File: config.mk
export PLATFORM = sky130hd
export DESIGN_NAME = cfg_frame_sequencer_flat
export DESIGN_NICKNAME = d
export VERILOG_FILES = /design/src/rtl/cfg_frame_sequencer_if.sv /design/src/rtl/cfg_frame_sequencer.sv /design/src/flat_wrapper.sv
export SDC_FILE = /design/constraint.sdc
export NUM_CORES = 1
export LEC_CHECK = 0
export ABC_AREA = 1
export BUFFER_PORTS_ARGS = -buffer_cell sky130_fd_sc_hd__buf_4
export CAP_MARGIN = 10
export CORE_UTILIZATION = 51
export DETAILED_ROUTE_END_ITERATION = 12
export PLACE_DENSITY = 0.76
export SLEW_MARGIN = 25
export SYNTH_ARGS = -nofsm -noshare
export SYNTH_HDL_FRONTEND = slang
export SYNTH_SLANG_ARGS = --single-unit
export TNS_END_PERCENT = 100
File: constraint.sdc
create_clock -name clk_in -period 1.8 [get_ports clk_in]
set_input_delay 0.18 -clock clk_in [delete_from_list [all_inputs] [get_ports clk_in]]
set_output_delay 0.18 -clock clk_in [all_outputs]
set_load 0.03 [all_outputs]
File: src/rtl/cfg_frame_sequencer_if.sv
// Byte-stream and config-write bundle between the link receiver, the frame
// sequencer and the config register file.
interface cfg_frame_sequencer_if;
    logic [7:0]  byte_in;
    logic        byte_vld_in;
    logic        wr_out;
    logic [7:0]  wr_addr_out;
    logic [15:0] data_out;
    logic        seq_busy_out;
    logic [15:0] frame_ok_cnt_out;
    logic [15:0] frame_err_cnt_out;
    logic [1:0]  last_err_out;

    modport master (
        output byte_in, byte_vld_in,
        input  wr_out, wr_addr_out, data_out, seq_busy_out,
        input  frame_ok_cnt_out, frame_err_cnt_out, last_err_out
    );

    modport slave (
        input  byte_in, byte_vld_in,
        output wr_out, wr_addr_out, data_out, seq_busy_out,
        output frame_ok_cnt_out, frame_err_cnt_out, last_err_out
    );
endinterface

File: src/rtl/cfg_frame_sequencer.sv
// Telecommand frame parser: SYNC_HI SYNC_LO ADDR DATA_H DATA_L CHK -> one config write strobe.
// Define CFG_SEQ_TIMEOUT_EN to enable the inter-byte timeout inside a frame.
module cfg_frame_sequencer #(
    parameter logic [7:0]  SYNC_HI     = 8'hEB,
    parameter logic [7:0]  SYNC_LO     = 8'h90,
    parameter logic [7:0]  ADDR_MIN    = 8'h02,
    parameter logic [7:0]  ADDR_MAX    = 8'h15,
    parameter logic [15:0] TIMEOUT_CYC = 16'd50000
) (
    input  logic                 clk_in,
    input  logic                 rst_n_in,
    cfg_frame_sequencer_if.slave bus
);

    typedef enum logic [2:0] {
        S_IDLE, S_SYNC2, S_ADDR, S_DATH, S_DATL, S_CHK, S_WRITE
    } state_t;

    state_t      state_q, state_d;
    logic [7:0]  addr_q, addr_d;
    logic [7:0]  dh_q, dh_d;
    logic [7:0]  dl_q, dl_d;
    logic [7:0]  wr_addr_q, wr_addr_d;
    logic [15:0] data_q, data_d;
    logic [15:0] ok_q, ok_d;
    logic [15:0] err_q, err_d;
    logic [1:0]  lerr_q, lerr_d;

    logic        vld;
    logic [7:0]  rx;

    assign vld = bus.byte_vld_in;
    assign rx  = bus.byte_in;

    function automatic logic [15:0] sat_inc(input logic [15:0] v);
        return (v == 16'hFFFF) ? v : v + 16'd1;
    endfunction

`ifdef CFG_SEQ_TIMEOUT_EN
    logic [15:0] tmo_q, tmo_d;
    logic        timeout;
`else
    logic unused_tmo;
    assign unused_tmo = ^TIMEOUT_CYC;
`endif

    always_ff @(posedge clk_in or negedge rst_n_in) begin
        if (!rst_n_in) begin
            state_q   <= S_IDLE;
            addr_q    <= '0;
            dh_q      <= '0;
            dl_q      <= '0;
            wr_addr_q <= '0;
            data_q    <= '0;
            ok_q      <= '0;
            err_q     <= '0;
            lerr_q    <= '0;
`ifdef CFG_SEQ_TIMEOUT_EN
            tmo_q     <= '0;
`endif
        end else begin
            state_q   <= state_d;
            addr_q    <= addr_d;
            dh_q      <= dh_d;
            dl_q      <= dl_d;
            wr_addr_q <= wr_addr_d;
            data_q    <= data_d;
            ok_q      <= ok_d;
            err_q     <= err_d;
            lerr_q    <= lerr_d;
`ifdef CFG_SEQ_TIMEOUT_EN
            tmo_q     <= tmo_d;
`endif
        end
    end

    always_comb begin
        state_d   = state_q;
        addr_d    = addr_q;
        dh_d      = dh_q;
        dl_d      = dl_q;
        wr_addr_d = wr_addr_q;
        data_d    = data_q;
        ok_d      = ok_q;
        err_d     = err_q;
        lerr_d    = lerr_q;
`ifdef CFG_SEQ_TIMEOUT_EN
        tmo_d     = '0;
        timeout   = 1'b0;
        // Counts idle cycles since the last byte while a frame is open.
        if (!vld && (state_q inside {S_SYNC2, S_ADDR, S_DATH, S_DATL, S_CHK})) begin
            tmo_d = tmo_q + 16'd1;
            if (tmo_q == TIMEOUT_CYC - 16'd1) timeout = 1'b1;
        end
`endif

        case (state_q)
            S_IDLE, S_WRITE: begin
                // The strobe cycle also accepts the first sync byte of the next frame.
                state_d = (vld && rx == SYNC_HI) ? S_SYNC2 : S_IDLE;
            end
            S_SYNC2: begin
                if (vld) begin
                    if (rx == SYNC_LO)      state_d = S_ADDR;
                    else if (rx == SYNC_HI) state_d = S_SYNC2;
                    else                    state_d = S_IDLE;
                end
            end
            S_ADDR: begin
                if (vld) begin
                    addr_d  = rx;
                    state_d = S_DATH;
                end
            end
            S_DATH: begin
                if (vld) begin
                    dh_d    = rx;
                    state_d = S_DATL;
                end
            end
            S_DATL: begin
                if (vld) begin
                    dl_d    = rx;
                    state_d = S_CHK;
                end
            end
            S_CHK: begin
                if (vld) begin
                    if ((addr_q ^ dh_q ^ dl_q) != rx) begin
                        state_d = S_IDLE;
                        err_d   = sat_inc(err_q);
                        lerr_d  = 2'd1;
                    end else if (addr_q < ADDR_MIN || addr_q > ADDR_MAX) begin
                        state_d = S_IDLE;
                        err_d   = sat_inc(err_q);
                        lerr_d  = 2'd2;
                    end else begin
                        // Write outputs load on entry so they are valid during the strobe.
                        state_d   = S_WRITE;
                        wr_addr_d = addr_q;
                        data_d    = {dh_q, dl_q};
                        ok_d      = ok_q + 16'd1;
                        lerr_d    = 2'd0;
                    end
                end
            end
            default: state_d = S_IDLE;
        endcase

`ifdef CFG_SEQ_TIMEOUT_EN
        if (timeout) begin
            state_d = S_IDLE;
            err_d   = sat_inc(err_q);
            lerr_d  = 2'd3;
        end
`endif
    end

    assign bus.wr_out            = (state_q == S_WRITE);
    assign bus.seq_busy_out      = (state_q != S_IDLE);
    assign bus.wr_addr_out       = wr_addr_q;
    assign bus.data_out          = data_q;
    assign bus.frame_ok_cnt_out  = ok_q;
    assign bus.frame_err_cnt_out = err_q;
    assign bus.last_err_out      = lerr_q;

endmodule

File: src/flat_wrapper.sv
// flat-port wrapper written by rule: the top's interface ports become plain ports
module cfg_frame_sequencer_flat 
#(
    parameter logic [7:0]  SYNC_HI     = 8'hEB,
    parameter logic [7:0]  SYNC_LO     = 8'h90,
    parameter logic [7:0]  ADDR_MIN    = 8'h02,
    parameter logic [7:0]  ADDR_MAX    = 8'h15,
    parameter logic [15:0] TIMEOUT_CYC = 16'd50000
)
  (clk_in, rst_n_in, bus_byte_in, bus_byte_vld_in, bus_wr_out, bus_wr_addr_out, bus_data_out, bus_seq_busy_out, bus_frame_ok_cnt_out, bus_frame_err_cnt_out, bus_last_err_out);
  cfg_frame_sequencer_if bus_i ();
  input  logic clk_in;
  input  logic rst_n_in;
  input wire logic [$bits(bus_i.byte_in)-1:0] bus_byte_in;
  input wire logic [$bits(bus_i.byte_vld_in)-1:0] bus_byte_vld_in;
  output wire logic [$bits(bus_i.wr_out)-1:0] bus_wr_out;
  output wire logic [$bits(bus_i.wr_addr_out)-1:0] bus_wr_addr_out;
  output wire logic [$bits(bus_i.data_out)-1:0] bus_data_out;
  output wire logic [$bits(bus_i.seq_busy_out)-1:0] bus_seq_busy_out;
  output wire logic [$bits(bus_i.frame_ok_cnt_out)-1:0] bus_frame_ok_cnt_out;
  output wire logic [$bits(bus_i.frame_err_cnt_out)-1:0] bus_frame_err_cnt_out;
  output wire logic [$bits(bus_i.last_err_out)-1:0] bus_last_err_out;
  assign bus_i.byte_in = bus_byte_in;
  assign bus_i.byte_vld_in = bus_byte_vld_in;
  assign bus_wr_out = bus_i.wr_out;
  assign bus_wr_addr_out = bus_i.wr_addr_out;
  assign bus_data_out = bus_i.data_out;
  assign bus_seq_busy_out = bus_i.seq_busy_out;
  assign bus_frame_ok_cnt_out = bus_i.frame_ok_cnt_out;
  assign bus_frame_err_cnt_out = bus_i.frame_err_cnt_out;
  assign bus_last_err_out = bus_i.last_err_out;
  cfg_frame_sequencer #(.SYNC_HI(SYNC_HI), .SYNC_LO(SYNC_LO), .ADDR_MIN(ADDR_MIN), .ADDR_MAX(ADDR_MAX), .TIMEOUT_CYC(TIMEOUT_CYC)) u_core (.clk_in(clk_in), .rst_n_in(rst_n_in), .bus(bus_i));
endmodule
==> impl_metrics.json, run 1 <==
{
  "grt_start_max_net_pins": 41,
  "dp_hpwl_um": 7530,
  "synthCells": 604,
  "ios": 71,
  "peakVddDrop_v": 0.000619,
  "power.switching_mw": 1.66,
  "nFillCells": 686,
  "cts_root_buf": "clkbuf_8",
  "antenna_found_initial": 0,
  "critPathCaptureType": "register",
  "clockBufferDepth": 2,
  "overflow": 0,
  "synth_ff_type": "dfrtp_1",
  "path_delay_family": "simple AND/OR/NAND/NOR gates",
  "leakagePower_nw": 3.11,
  "globalplace.congestion": 0.917,
  "p_int_mw": 3.24,
  "max_cap_viol_count": 0,
  "powerDensity_nw_per_um2": 848,
  "grt_setup_unrepaired": "true",
  "fmax_mhz": 548,
  "first_global_vias": 3832,
  "grtUsageTotal_pct": 24.7,
  "period_share_pct": 101,
  "insertedDiodeCount": 0,
  "final_layout_size_suffix_gt1_share_pct": 23.5,
  "violations": "negative setup slack",
  "core-area_um2": 8340,
  "sequentialPowerShare_pct": 45.9,
  "initial_core_util_pct": 53.6,
  "synth_area_per_cell_um2": 7.40,
  "synthTopCellsByArea": "dfrtp_1 (48%), nand2_1 (23%), inv_1 (4.8%)",
  "cpMostUsedCell": "nand2_1",
  "synthArstFlopShare_pct": 100,
  "yosysSeqAreaShare_pct": 47.6,
  "area_growth_pct": 29.2,
  "combPwrFrac_pct": 26.5,
  "worst-path-max-fanout": 19,
  "cts_buffers": 9,
  "fin_ws_ns": -0.0249,
  "ys_warn_count": 0,
  "yosysTopAreaCellShare_pct": 47.6,
  "grt_pass1_wl_um": 17400,
  "ys_types": 29,
  "clk_pin_slew_ns": 0.09,
  "slew_viol_final": 0,
  "switching_share_pct": 33.9,
  "path_cells": "buf_4 -> nor3_1 -> nand2_1 -> nor2_1 -> buf_4 -> nand3_4 -> nor2_8 -> buf_12 -> nand2_1 -> nand2_1",
  "htree_levels": 3,
  "synth.most_common_cell": "nand2_1",
  "crit_arrival_ns": 2.12,
  "cts.sinks": 85,
  "cp_data_required_time_ns": 2.09,
  "synth_edf_count": 0,
  "portBuffers": 70,
  "crit_path_max_incr_delay_ns": 0.42,
  "drc_errors": 0,
  "run_status": "finished, violations left",
  "worstReg2RegEnd": "u_core.bus.frame_ok_cnt_out[2]$_DFFE_PN0P_",
  "via_per_inst": 5.12,
  "min_to": "u_core.dh_q[5]$_DFFE_PN0P_",
  "power_mw": 4.90,
  "syn_area_um2": 4470,
  "hold_violations": 0,
  "hp-class": "primary input to register",
  "die_area_um2": 9140,
  "criticalPathCategory": "register to register",
  "synth_top_cell_by_area": "dfrtp_1",
  "seqCellArea_um2": 2130,
  "ant_nets": 0,
  "drtPass1Iterations": 5,
  "clk_latency_ns": 0.36,
  "rr_startpoint": "u_core.addr_q[6]$_DFFE_PN0P_",
  "fp.dieH_um": 95.6,
  "worst_slew_pin_slew_ns": 0.536,
  "dr_total_vias": 4197,
  "final_nets": 723,
  "r2r_cells": 10,
  "start_kind": "register",
  "drt_iter0_markers": 266,
  "synthTopCellsByCount": "nand2_1 (276), dfrtp_1 (85), inv_1 (57)",
  "clockPowerShare_pct": 27.5,
  "routedWlPerCell_um": 13.6,
  "rrSetupSlack_ns": -0.02,
  "timing.slew.headroom_pct": 64.2,
  "fp.dieW_um": 95.6,
  "worstHoldPathCells": 3,
  "ys_ff_latch": 85,
  "fp-row-count": 33,
  "fin_crit_ns": 1.82,
  "setup_tns_ns": -0.0464,
  "wl_um": 11200,
  "worstHoldStart": "bus_byte_in[5]",
  "clock_skew_ns": 0.0131,
  "multi_input_area_um2": 2130,
  "setup_viol": 4,
  "cts_tree": "yes",
  "crit_slowest_cell": "dfrtp_1",
  "syn_nets": 617,
  "cp_num_buf_inv": 3
}
==> sequential cells by signal, indices dropped and copies added (netlist names) <==
register,flops
u_core.bus.data_out,16
u_core.dh_q,8
u_core.dl_q,8
u_core.bus.frame_err_cnt_out,16
u_core.addr_q,8
u_core.bus.last_err_out,2
u_core.bus.wr_addr_out,8
u_core.state_q,3
u_core.bus.frame_ok_cnt_out,16
==> power by group through the flow <==
stage | combinational (mW) | sequential (mW) | clock, mW
after global placement | 1.07 | 2.27 | 0
final | 1.30 | 2.25 | 1.35
after global routing | 1.44 | 2.27 | 1.45
after floorplan | 0.642 | 2.33 | 0
after detailed placement | 1.11 | 2.28 | 0
after CTS | 1.11 | 2.24 | 1.38
==> logic make-up (layout without fill, tap and decap cells) <==
| group | Yosys count | count (layout) | synth area share (%) |
|---|---|---|---|
| compound gates | 35 | 35 | 4.17 |
| xor+xnor | 32 | 32 | 6.27 |
| fa+ha+maj | 2 | 2 | 0.560 |
| buf+inv | 77 | 188 | 7.20 |
| flops | 85 | 85 | 47.6 |
| simple gates | 373 | 373 | 34.2 |
==> metrics by stage <==
stage	std cells	utilization [%]	setup slack, ns	hold slack (ns)	instance area [µm²]
global placement	784	62.9	0.0435	0.149	5250
floorplan	604	-	0.0600	-0.116	4470
global route	820	69.2	-0.149	0.142	5770
detailed placement	784	62.9	0.0239	0.156	5250
CTS	801	65.4	0.00791	0.122	5450
finish	820	69.2	-0.0249	0.131	5770
==> cell type report <==
class / count / share of cell area, %
clock buffer: 10 / 2.21
sequential: 85 / 36.9
timing repair buffer: 110 / 16.5
inverter: 62 / 4.03
tap: 105 / 2.28
clock inverter: 6 / 1.11
multi-input combinational: 442 / 37.0
==> worst max path at each step <==
stage / slack, ns / startpoint / to / cells past startpoint
6_report: -0.02 / u_core.addr_q[6]$_DFFE_PN0P_ / u_core.bus.frame_ok_cnt_out[2]$_DFFE_PN0P_ / 10
5_1_grt: -0.15 / u_core.addr_q[6]$_DFFE_PN0P_ / u_core.bus.frame_ok_cnt_out[2]$_DFFE_PN0P_ / 10
4_1_cts: 0.008 / u_core.addr_q[1]$_DFFE_PN0P_ / u_core.bus.data_out[6]$_DFFE_PN0P_ / 14
3_5_place_dp: 0.02 / u_core.addr_q[3]$_DFFE_PN0P_ / u_core.bus.data_out[6]$_DFFE_PN0P_ / 13
3_3_place_gp: 0.04 / u_core.addr_q[1]$_DFFE_PN0P_ / u_core.bus.data_out[14]$_DFFE_PN0P_ / 14
2_1_floorplan: 0.06 / u_core.bus.frame_err_cnt_out[0]$_DFFE_PN0P_ / u_core.bus.frame_err_cnt_out[10]$_DFFE_PN0P_ / 8
==> metal layers <==
| metal | global-route usage, % | part of all wire (%) | vias up |
|---|---|---|---|
| li1 | - | - | 2082 |
| met1 | 33.2 | 45 | 1965 |
| met2 | 40.5 | 48 | 134 |
| met3 | 3.43 | 5.4 | 16 |
| met4 | 9.58 | 1.7 | 0 |
| met5 | 0 | 0 | - |
==> worst reg2reg max path, delay by kind of cell, from the launching register on <==
family        cells  cell delay, ns
buf+inv           3            0.49
simple gates      7            0.86
flops             1            0.42
==> placed cells by master, fill, tap and decap left out, drive strengths merged, types with 2 or more instances in the layout <==
cell / n
buf: 106
clkbuf: 13
clkinv: 3
clkinvlp: 2
dfrtp: 85
ha: 2
inv: 62
nand2: 276
nand3: 28
nand4: 6
nor2: 42
nor3: 12
nor4: 5
o21ai: 31
or2: 2
xnor2: 11
xor2: 21
==> repair_timing <==
action | 4_1_cts | 5_1_grt
hold buffers | 1 | 0
pin swaps | 0 | 5
resized for setup | 1 | 40
setup endpoints to repair | 1 | 56
hold endpoints to repair | 31 | 0
setup buffers | 0 | 16
gates cloned | 0 | 3
(Power assumes the default switching activity.)
==> run 2: changes to the inputs <==
Clock period 1.8 ns to 1.6 ns, I/O delays scaled along.
==> run 2 against run 1 <==
- the run still ends with negative setup slack left
- final cell count grew 2.3%
- power rose by 14%
- clock-buffer cell count grew 1
- largest power group unchanged
- non-clock buffer count increased by 19
- critical path depth up 4
- sequential power grew 12%
- first-iteration DRC count fell by 19%
- sequential share of layout area is 1.8 points lower
- critical endpoint is now u_core.bus.frame_err_cnt_out[11]$_DFFE_PN0P_
- via count grew 3.1%
- worst setup slack worse by 0.16 ns
- clock power is 3% lower
- final area is 5.1% higher
==> impl_metrics.json, run 2 (synthesis results as in run 1) <==
{
  "start_kind": "register",
  "clock_skew_ns": 0.00592,
  "fin_crit_ns": 1.79,
  "drc_errors": 0,
  "r2r_cells": 14,
  "fin_ws_ns": -0.187,
  "ant_nets": 0,
  "seqCellArea_um2": 2130,
  "routedWlPerCell_um": 13.8,
  "place_area_um2": 5490,
  "cp_data_required_time_ns": 1.90,
  "multi_input_area_um2": 2270,
  "peakVddDrop_v": 0.000947,
  "wl_um": 11600,
  "timing.slew.headroom_pct": 72.6,
  "grt_pass1_wl_um": 18000,
  "grtUsageTotal_pct": 25.7,
  "hold_violations": 0,
  "worstReg2RegEnd": "u_core.bus.frame_err_cnt_out[11]$_DFFE_PN0P_",
  "criticalPathCategory": "register to register",
  "rr_startpoint": "u_core.addr_q[6]$_DFFE_PN0P_",
  "period_share_pct": 112,
  "drtPass1Iterations": 5,
  "fmax_mhz": 560,
  "grt_setup_unrepaired": "true",
  "area_growth_pct": 35.7,
  "cts_root_buf": "clkbuf_8",
  "grt_start_max_net_pins": 59,
  "slew_viol_final": 0,
  "critPathCaptureType": "register",
  "antenna_found_initial": 0,
  "crit_arrival_ns": 2.08,
  "max_cap_viol_count": 0,
  "final_nets": 742,
  "insertedDiodeCount": 0,
  "hp-class": "primary input to register",
  "globalplace.congestion": 0.904,
  "fp.dieH_um": 95.6,
  "clockBufferDepth": 2,
  "die_area_um2": 9140,
  "drt_iter0_markers": 216,
  "final_area_um2": 6060,
  "final_layout_size_suffix_gt1_share_pct": 29.2,
  "setup_viol": 58,
  "rrSetupSlack_ns": -0.19,
  "clk_latency_ns": 0.35,
  "powerDensity_nw_per_um2": 924,
  "fp.dieW_um": 95.6,
  "first_global_vias": 4045,
  "core-area_um2": 8340,
  "clk_pin_slew_ns": 0.08,
  "fin_util_pct": 72.7,
  "critical_path.endpoint": "u_core.bus.frame_err_cnt_out[11]$_DFFE_PN0P_",
  "final_common_cell": "nand2_1",
  "htree_levels": 3,
  "dp_hpwl_um": 7720,
  "worst-path-max-fanout": 5,
  "overflow": 0,
  "initial_core_util_pct": 53.6,
  "whs_ns": 0.121,
  "cts_tree": "yes",
  "violations": "negative setup slack",
  "cts.sinks": 85,
  "setup_tns_ns": -8.14,
  "final_cell_mix": "nand2_1 (238), buf_4 (114), dfrtp_1 (81)",
  "nFillCells": 646,
  "cts_buffers": 9,
  "run_status": "finished, violations left",
  "dr_total_vias": 4329,
  "via_per_inst": 5.16,
  "portBuffers": 70,
  "worstSetupStartpoint": "u_core.addr_q[6]$_DFFE_PN0P_",
  "leakagePower_nw": 3.22,
  "ios": 71,
  "worst_slew_pin_slew_ns": 0.408,
  "fp-row-count": 33
}
-- run 2: changes by cell type in the layout (fill, tap and decap cells not counted), sizes merged --
cell	change
bufinv	-1
buf	+19
clkbuf	+1
clkinvlp	-1
clkinv	+1
-- run 2: where the power goes --
group,switching (mW),internal (mW),total (mW)
combinational,0.992,0.778,1.77
clock,0.754,0.555,1.31
sequential,0.193,2.33,2.53
total,1.94,3.67,5.60
-- run 2: layout make-up --
type	count	area share, %
multi-input combinational	442	37.4
sequential	85	35.2
timing repair buffer	129	18.8
inverter	62	3.84
clock buffer	11	2.17
tap	105	2.17
clock inverter	5	0.454
-- run 2: what timing repair did --
action                                  4_1_cts  5_1_grt
hold endpoints to repair                     85        0
gates cloned                                  1        3
setup buffers                                 5        5
resized for setup                            18       52
hold buffers                                  1        0
pin swaps                                     2       19
endpoints found under the setup margin       60       60
-- run 2: critical path: stages (launching register included) --
cell	delay, ns
dfrtp_1	0.42
inv_1	0.06
nand2_1	0.05
nand2_1	0.07
nand2_1	0.08
inv_1	0.06
nor2_2	0.10
nand2_1	0.10
nor2_4	0.12
nand3_4	0.14
buf_12	0.16
nand2_8	0.09
clkbuf_16	0.17
nand2_4	0.04
nand2_2	0.06
-- run 2: metal layers --
metal	share of wire [%]	track usage, %	vias to the layer above
met5	0	0	-
met4	1.4	8.33	0
met3	5.1	4.23	16
met2	51	43.7	119
met1	43	33.4	2079
li1	-	-	2115
-- run 2: through the flow --
stage | cells | total power, mW | setup slack [ns]
floorplan | 604 | 3.37 | 0.0129
global placement | 809 | 3.96 | -0.0761
detailed placement | 809 | 4.03 | -0.115
CTS | 832 | 5.44 | -0.0765
global route | 839 | 5.91 | -0.296
finish | 839 | 5.60 | -0.187
-- run 2: worst min path at each step --
stage / depth (start not counted) / endpoint / from / slack [ns]
finish: 3 / u_core.state_q[0]$_DFFE_PN0P_ / bus_byte_vld_in / 0.12
global route: 3 / u_core.addr_q[1]$_DFFE_PN0P_ / bus_byte_in[1] / 0.12
CTS: 3 / u_core.dl_q[1]$_DFFE_PN0P_ / bus_byte_in[1] / 0.11
detailed placement: 2 / u_core.dh_q[3]$_DFFE_PN0P_ / rst_n_in / 0.19
global placement: 2 / u_core.dl_q[3]$_DFFE_PN0P_ / rst_n_in / 0.19
floorplan: 0 / u_core.addr_q[0]$_DFFE_PN0P_ / rst_n_in / -0.14
==> run 3: changes to the inputs <==
Settings changed: BUFFER_PORTS_ARGS -buffer_cell sky130_fd_sc_hd__buf_4 to unset, CORE_MARGIN set to 3, CORE_UTILIZATION 51 to 55, DONT_BUFFER_PORTS set to 1, PLACE_DENSITY 0.76 to 0.7.
Clock period 1.6 ns to 2.1 ns, I/O delays scaled along.
==> run 3 against run 2 <==
- the flow finishes with violations (negative hold slack)
- final area decreased by 19%
- power shrank 32%
- critical path depth decreased by 3
- first-iteration DRC count down 21%
- worst setup slack better by 0.37 ns
- utilization fell by 9.9 points
- die area is 1.1% higher
- clock-buffer cell count fell by 2
- critical path type unchanged
- largest cell class is now flip-flops and latches
- largest power group unchanged
==> impl_metrics.json, run 3 (synthesis results as in run 1) <==
{
  "routedWlPerCell_um": 13.5,
  "clk_pin_slew_ns": 0.09,
  "antenna_found_initial": 0,
  "fp.dieW_um": 96.1,
  "dp_hpwl_um": 7050,
  "drtPass1Iterations": 4,
  "start_kind": "register",
  "worst_slew_pin_slew_ns": 0.544,
  "crit_arrival_ns": 2.18,
  "cts.sinks": 85,
  "worst-path-max-fanout": 36,
  "powerDensity_nw_per_um2": 780,
  "max_cap_viol_count": 0,
  "cts_hold_buf": 2,
  "violations": "negative hold slack",
  "fin_util_pct": 62.8,
  "fp-row-count": 32,
  "setup_viol": 0,
  "timing.slew.headroom_pct": 63.6,
  "fin_crit_ns": 1.92,
  "htree_levels": 3,
  "peakVddDrop_v": 0.000530,
  "cp_data_required_time_ns": 2.36,
  "via_per_inst": 5.18,
  "clk_latency_ns": 0.37,
  "critPathCaptureType": "register",
  "ios": 71,
  "clock_skew_ns": 0.0113,
  "clockBufferDepth": 2,
  "fmax_mhz": 521,
  "grt_start_max_net_pins": 86,
  "globalplace.congestion": 0.909,
  "final_layout_size_suffix_gt1_share_pct": 7.79,
  "setup_tns_ns": 0,
  "fp.dieH_um": 96.1,
  "nFillCells": 717,
  "area_growth_pct": 9.72,
  "wl_um": 9850,
  "ant_nets": 0,
  "die_area_um2": 9240,
  "drt_iter0_markers": 170,
  "core-area_um2": 7810,
  "cts_buffers": 9,
  "criticalPathCategory": "register to register",
  "insertedDiodeCount": 0,
  "drc_errors": 0,
  "overflow": 0,
  "slew_viol_final": 0,
  "hp-class": "primary input to asynchronous set/reset pin",
  "period_share_pct": 91.5,
  "fin_ws_ns": 0.179,
  "run_status": "finished, violations left",
  "grtUsageTotal_pct": 22.9,
  "initial_core_util_pct": 57.2,
  "cts_tree": "yes",
  "pre_cts_ws_ns": 0.0923,
  "cts_root_buf": "clkbuf_8",
  "grt_pass1_wl_um": 16500,
  "final_common_cell": "nand2_1",
  "portBuffers": 0,
  "final_cell_mix": "nand2_1 (276), dfrtp_1 (85), inv_1 (57)",
  "leakagePower_nw": 2.60,
  "first_global_vias": 3506,
  "dr_total_vias": 3786,
  "final_nets": 637,
  "hold_violations": 85,
  "whs_ns": -0.473,
  "grt_setup_unrepaired": "false"
}
==> run 3: changes by cell type in the layout (fill, tap and decap cells not counted), moves of 5 or more <==
cell	delta
buf_4	-94
nand2_1	+38
nand2_2	-30
nor2_1	+8
nand2_4	-7
buf_12	-5
nor2_2	-5
==> run 3: what timing repair did <==
action                                 CTS  global route
setup buffers                            0             0
resized for setup                        0             1
endpoints found under the hold margin   87            85
setup endpoints to repair                0            36
==> run 3: final timing paths <==
check	startpoint	to	slack, ns	cells after the start
min in group clk_in	bus_byte_in[5]	u_core.addr_q[5]$_DFFE_PN0P_	0.01	2
max in group asynchronous	rst_n_in	u_core.addr_q[5]$_DFFE_PN0P_	2.41	0
max reg2reg	u_core.addr_q[2]$_DFFE_PN0P_	u_core.bus.data_out[7]$_DFFE_PN0P_	0.18	11
min	rst_n_in	u_core.bus.frame_ok_cnt_out[8]$_DFFE_PN0P_	-0.47	0
min reg2reg	u_core.dh_q[5]$_DFFE_PN0P_	u_core.bus.data_out[13]$_DFFE_PN0P_	0.54	2
max	u_core.addr_q[2]$_DFFE_PN0P_	u_core.bus.data_out[7]$_DFFE_PN0P_	0.18	11
==> run 3: area by class of cell <==
| type | instances | area, µm² | area share (%) |
|---|---|---|---|
| clock inverters | 7 | 56.3 | 1.15 |
| repair buffers | 24 | 210 | 4.29 |
| multi-input cells | 442 | 2020 | 41.3 |
| flip-flops and latches | 85 | 2130 | 43.4 |
| clock buffers | 9 | 124 | 2.53 |
| inverters | 62 | 233 | 4.75 |
| well taps | 102 | 128 | 2.60 |
==> run 3: metal layers <==
metal  routed length [µm]  GRT usage [%]  vias up
li1                     -              -     1917
met1                 4550           31.4     1764
met2                 4510           35.2       85
met3                  580           5.71       20
met4                  210           8.18        0
met5                    0              0        -
==> run 3: where the power goes <==
part           switching, mW  internal [mW]
clock                  0.649          0.444
combinational          0.505          0.275
sequential             0.175           1.77
==> run 3: through the flow <==
stage | instances | instance area (µm²) | total power, mW
after global placement | 713 | 4700 | 2.72
after detailed placement | 713 | 4700 | 2.75
after global routing | 731 | 4900 | 4.09
after CTS | 731 | 4900 | 3.84
after floorplan | 604 | 4470 | 2.55
final | 731 | 4900 | 3.82
==> run 3: worst max-delay path, cell delays in order (launching register included) <==
cell and delay (ns):
dfrtp_1 0.45, or2_1 0.26, nand2_1 0.06, nand2_1 0.05, nand2_1 0.07, nand2_1 0.07, nor2_2 0.17, and2_1 0.18
nand3_2 0.14, buf_12 0.21, nand2_1 0.08, nand2_1 0.06
